[src/rtl/count_sched_pkg.sv]
// Shared types and defaults for the count_sched round-robin counter scheduler.
// Optional abort support is enabled by defining COUNT_SCHED_ABORT_EN.
package count_sched_pkg;

    localparam int DEF_NREQ  = 4;
    localparam int DEF_WIDTH = 5;

    typedef enum logic [1:0] {
        IDLE = 2'd0,
        LOAD = 2'd1,
        RUN  = 2'd2,
        FIN  = 2'd3
    } sched_state_t;

    // Round-robin successor of an owner index.
    function automatic int rr_next(input int id, input int nreq);
        return (id + 1 >= nreq) ? 0 : id + 1;
    endfunction

endpackage

[src/rtl/count_sched_rr_arbiter.sv]
// Combinational round-robin pick: first set request at or above ptr, with wrap.
// The pointer position itself has the highest priority.
module rr_arbiter
    import count_sched_pkg::*;
#(
    parameter  int NREQ = DEF_NREQ,
    localparam int IDW  = $clog2(NREQ)
) (
    input  logic [NREQ-1:0] req,
    input  logic [IDW-1:0]  ptr,
    output logic [NREQ-1:0] grant,
    output logic [IDW-1:0]  grant_idx,
    output logic            any
);

    int pos;

    // Scan from farthest to nearest so the nearest hit is the last one written.
    always_comb begin
        grant     = '0;
        grant_idx = '0;
        any       = 1'b0;
        pos       = 0;
        for (int k = NREQ - 1; k >= 0; k--) begin
            pos = int'(ptr) + k;
            if (pos >= NREQ) begin
                pos = pos - NREQ;
            end
            if (req[IDW'(pos)]) begin
                grant            = '0;
                grant[IDW'(pos)] = 1'b1;
                grant_idx        = IDW'(pos);
                any              = 1'b1;
            end
        end
    end

endmodule

[src/rtl/count_sched.sv]
// Round-robin scheduler sharing one loadable up-counter between NREQ requesters.
// Define COUNT_SCHED_ABORT_EN to add the abort input and aborted pulse output.
module count_sched
    import count_sched_pkg::*;
#(
    parameter  int NREQ  = DEF_NREQ,
    parameter  int WIDTH = DEF_WIDTH,
    localparam int IDW   = $clog2(NREQ)
) (
    input  logic                  clk,
    input  logic                  rst_,
    input  logic [NREQ-1:0]       req_valid,
    input  logic [NREQ*WIDTH-1:0] req_start,
    input  logic [NREQ*WIDTH-1:0] req_term,
    output logic [NREQ-1:0]       req_ready,
    output logic [NREQ-1:0]       done,
    output logic                  busy,
    output logic [IDW-1:0]        grant_id,
    output logic                  cnt_load,
    output logic                  cnt_enable,
    output logic [WIDTH-1:0]      cnt_data,
    input  logic [WIDTH-1:0]      cnt_count
`ifdef COUNT_SCHED_ABORT_EN
    ,
    input  logic                  abort,
    output logic                  aborted
`endif
);

    sched_state_t     state_reg, state_next;
    logic [WIDTH-1:0] start_reg, term_reg;
    logic [IDW-1:0]   grant_id_reg;
    logic [IDW-1:0]   ptr_reg;

    logic [NREQ-1:0]  arb_grant;
    logic [IDW-1:0]   arb_idx;
    logic             arb_any;

    logic             abort_act;
    logic             abort_hit;
    logic             job_active;

    logic [WIDTH-1:0] start_slice [NREQ];
    logic [WIDTH-1:0] term_slice  [NREQ];

    generate
        for (genvar gi = 0; gi < NREQ; gi++) begin : g_slice
            assign start_slice[gi] = req_start[gi*WIDTH +: WIDTH];
            assign term_slice[gi]  = req_term[gi*WIDTH +: WIDTH];
        end
    endgenerate

    rr_arbiter #(
        .NREQ (NREQ)
    ) u_arb (
        .req       (req_valid),
        .ptr       (ptr_reg),
        .grant     (arb_grant),
        .grant_idx (arb_idx),
        .any       (arb_any)
    );

`ifdef COUNT_SCHED_ABORT_EN
    logic aborted_reg;

    assign abort_act = abort;
    assign aborted   = aborted_reg;

    always_ff @(posedge clk or negedge rst_) begin
        if (!rst_) begin
            aborted_reg <= 1'b0;
        end else begin
            aborted_reg <= abort_hit;
        end
    end
`else
    assign abort_act = 1'b0;
`endif

    assign job_active = (state_reg == LOAD) || (state_reg == RUN);
    assign abort_hit  = abort_act && job_active;

    // State register
    always_ff @(posedge clk or negedge rst_) begin
        if (!rst_) begin
            state_reg <= IDLE;
        end else begin
            state_reg <= state_next;
        end
    end

    // Job latches and round-robin pointer; the pointer moves past the owner
    // whether the job completes or is abandoned by abort.
    always_ff @(posedge clk or negedge rst_) begin
        if (!rst_) begin
            start_reg    <= '0;
            term_reg     <= '0;
            grant_id_reg <= '0;
            ptr_reg      <= '0;
        end else begin
            if (state_reg == IDLE && arb_any) begin
                start_reg    <= start_slice[arb_idx];
                term_reg     <= term_slice[arb_idx];
                grant_id_reg <= arb_idx;
            end
            if (state_reg == FIN || abort_hit) begin
                ptr_reg <= IDW'(rr_next(int'(grant_id_reg), NREQ));
            end
        end
    end

    // Next-state logic
    always_comb begin
        state_next = state_reg;
        case (state_reg)
            IDLE: begin
                if (arb_any) begin
                    state_next = LOAD;
                end
            end
            LOAD: begin
                state_next = abort_hit ? IDLE : RUN;
            end
            RUN: begin
                if (abort_hit) begin
                    state_next = IDLE;
                end else if (cnt_count == term_reg) begin
                    state_next = FIN;
                end
            end
            FIN: begin
                state_next = IDLE;
            end
            default: begin
                state_next = IDLE;
            end
        endcase
    end

    // Output logic; req_ready is masked by rst_ so nothing is offered while
    // reset is asserted even though the state already reads IDLE.
    always_comb begin
        req_ready  = '0;
        done       = '0;
        cnt_load   = 1'b0;
        cnt_enable = 1'b0;
        case (state_reg)
            IDLE: begin
                req_ready = arb_grant & {NREQ{rst_}};
            end
            LOAD: begin
                cnt_load = !abort_act;
            end
            RUN: begin
                cnt_enable = (cnt_count != term_reg) && !abort_act;
            end
            FIN: begin
                done[grant_id_reg] = 1'b1;
            end
            default: begin
                req_ready = '0;
            end
        endcase
    end

    assign busy     = (state_reg != IDLE);
    assign grant_id = grant_id_reg;
    assign cnt_data = start_reg;

endmodule

[config.mk]
export PLATFORM = sky130hd
export DESIGN_NAME = count_sched
export DESIGN_NICKNAME = d
export VERILOG_FILES = /design/src/rtl/count_sched_pkg.sv /design/src/rtl/count_sched_rr_arbiter.sv /design/src/rtl/count_sched.sv
export SDC_FILE = /design/constraint.sdc
export NUM_CORES = 1
export LEC_CHECK = 0
export CAP_MARGIN = 20
export CORE_ASPECT_RATIO = 0.7
export CORE_MARGIN = 4
export CORE_UTILIZATION = 42
export CTS_BUF_LIST = sky130_fd_sc_hd__clkbuf_16
export DETAILED_ROUTE_END_ITERATION = 10
export PLACE_DENSITY_LB_ADDON = 0.1
export SLEW_MARGIN = 15
export SYNTH_ARGS = -nofsm -noshare
export SYNTH_HDL_FRONTEND = slang
export SYNTH_HIERARCHICAL = 1
export SYNTH_SLANG_ARGS = --single-unit
[constraint.sdc]
create_clock -name clk -period 4 [get_ports clk]
set_input_delay 0.4 -clock clk [delete_from_list [all_inputs] [get_ports clk]]
set_output_delay 0.4 -clock clk [all_outputs]
set_load 0.02 [all_outputs]
==> reports/results.tsv <==
metric	value	unit
synth_edf_count	0	
area_growth	52.3	%
cts.sinks	16	
rows	18	
synthDistinctLibCells	36	
finalMaxSlewViolations	0	
grt_max_degree	21	
status	finished, final reports clean	
period_minus_slack	3.65	ns
fin_hold_ws	0.486	ns
clkTransAtPathRegs	0.05	ns
fp.dieW	81.1	um
yosys_register_bits	16	
fmax	274	MHz
end_kind	primary output	
port_buffers	68	
design.core.area	3560	sq um
cts_buffer_depth	2	
vias	1402	
rsz0062_at_grt	no	
drtAntennaViolNets	0	
worst_slack	0.349	ns
cts_tree	built	
ios	69	
power_leakage	0.998	nW
drive_gt1_share	17.8	%
first_global_vias	1456	
grt_usage	19.2	%
die_h	59.2	um
drtIter0Drc	96	
worstMarginPinSlew	0.565	ns
post_cts_buffers	0	
drc	0	
finalHoldViolCount	0	
die-area	4800	sq um
critPathLaunchType	flip-flop	
synth-warning-count	6	
syn-num-nets	205	
vdd_drop_max	0.000413	V
final_cell_area	2390	sq um
skew	0.00824	ns
cts_hold_buf	0	
crit_fanout	9	
hold_class	in -> async	
synth_top_area_share	25.5	%
place.gp.congestion	0.845	
post_cts_resized	0	
first_pass_iters	4	
slew_headroom	62.2	%
syn_area_per_cell	11.4	sq um
antenna_found_initial	0	
placed_area	2310	sq um
setup_violations	0	
gr-total-overflow	0	
viasPerCell	5.43	
period_share	91.3	%
synthFlopType	dfrtp_1	
yosys-top-cells-count	16 x dfrtp_1, 16 x ha_1, 14 x mux2_2	
num_antenna_cells	0	
synth_area_leaders	dfrtp_1 25%, mux4_2 19%, ha_1 13%, mux2_2 10%, xor2_1 2.8%	
hpwl	3.68	mm
ys_seq_area_share	25.5	%
initial_utilization	44.1	%
wl_per_cell	17.1	um
powerDensity	783	nW/um^2
n_fill_cell	284	
cts_buffers	3	
crit_type	reg -> out	
netlist_area	1570	sq um
clk_latency	0.25	ns
cap_violations	0	
yosysTopAreaCell	dfrtp_1	
wirelength	4.42	mm
ctsRootBufferMaster	clkbuf_16	
final.setup.tns	0	ns
cts_max_level	1	
postSynthCellCount	138	
cp.arrival	3.25	ns
async_flop_share	100	%
crit_required	3.60	ns
nets	276	
grt_pass1_wl	6.99	mm
place_ws	0.603	ns
[routing by layer]
metal	part of all wire, %	vias to the layer above	track usage [%]	routed length, um
met4	0.38	0	2.65	17
li1	-	664	-	-
met3	6.8	4	6.23	302
met5	0	-	0	0
met2	50	51	31.2	2210
met1	43	683	25.8	1890
[worst paths after layout]
path | end | from | depth (start not counted) | slack [ns]
setup / recovery | req_ready[1] | ptr_reg[0] | 8 | 0.35
hold / removal | ptr_reg[0] | rst_ | 2 | 0.49
setup reg to reg | term_reg[3] | ptr_reg[0] | 9 | 0.63
hold reg to reg | cnt_data[3] | cnt_data[3] | 1 | 0.51
max in group asynchronous | cnt_data[4] | rst_ | 2 | 3.31
min in group clk | cnt_data[3] | cnt_data[3] | 1 | 0.51
[worst max-delay path, stage by stage (launching register included)]
cell and delay (ns):
dfrtp_1 0.34, inv_1 0.13, ha_1 0.49, mux4_2 0.62
or2_1 0.30, nor3b_2 0.23, o2bb2ai_1 0.14, and3_1 0.16
clkdlybuf4s50_1 0.60
[stage by stage]
step,util (%),power (W),instances
3_3_place_gp,65.0,0.00161,254
3_5_place_dp,65.0,0.00168,254
6_report,67.2,0.00187,258
2_1_floorplan,-,0.00128,138
4_1_cts,67.2,0.00188,258
5_1_grt,67.2,0.00201,258
[placed cells by master (no fill, tap or decap), drive strengths merged, types with 2 or more instances in the layout]
cell type	instances
mux2	15
o221ai	3
o2bb2ai	2
mux4	14
or3	2
nand2	5
o211a	2
clkbuf	3
ha	16
nand2b	2
a21oi	5
a221oi	2
and3	4
a41oi	2
xor2	5
clkdlybuf4s50	68
nor2	3
o21ai	3
inv	9
buf	5
dfrtp	16
and2	5
nor2b	5
nand3	2
[area by class of cell]
class                   count  area, sq um  share of cell area [%]
multi-input cells         106         1100                    45.9
repair buffers             73          718                    30.0
flip-flops and latches     16          400                    16.7
clock buffers               3         75.1                    3.14
well taps                  50         62.6                    2.62
inverters                   9         33.8                    1.41
clock inverters             1         3.75                   0.157
[cells by family (layout without fill, tap and decap cells)]
| logic type | after synthesis | in the layout | synth area share, % |
|---|---|---|---|
| AOI/OAI and AO/OA | 23 | 23 | 10.7 |
| DFF | 16 | 16 | 25.5 |
| xor gates and xnor gates | 5 | 5 | 2.79 |
| and+or+nand+nor | 33 | 33 | 12.3 |
| adders and majority gates | 16 | 16 | 12.7 |
| buffers and inverters | 16 | 86 | 4.94 |
| muxes | 29 | 29 | 31.1 |
[power breakdown]
part / internal, W / leakage [nW] / total [W] / switching [W]
Combinational: 0.000697 / 0.771 / 0.00136 / 0.000663
Clock: 0.000132 / 0.0385 / 0.000192 / 0.0000596
Sequential: 0.000253 / 0.189 / 0.000319 / 0.0000667
Power figures use the tool's default switching activity.
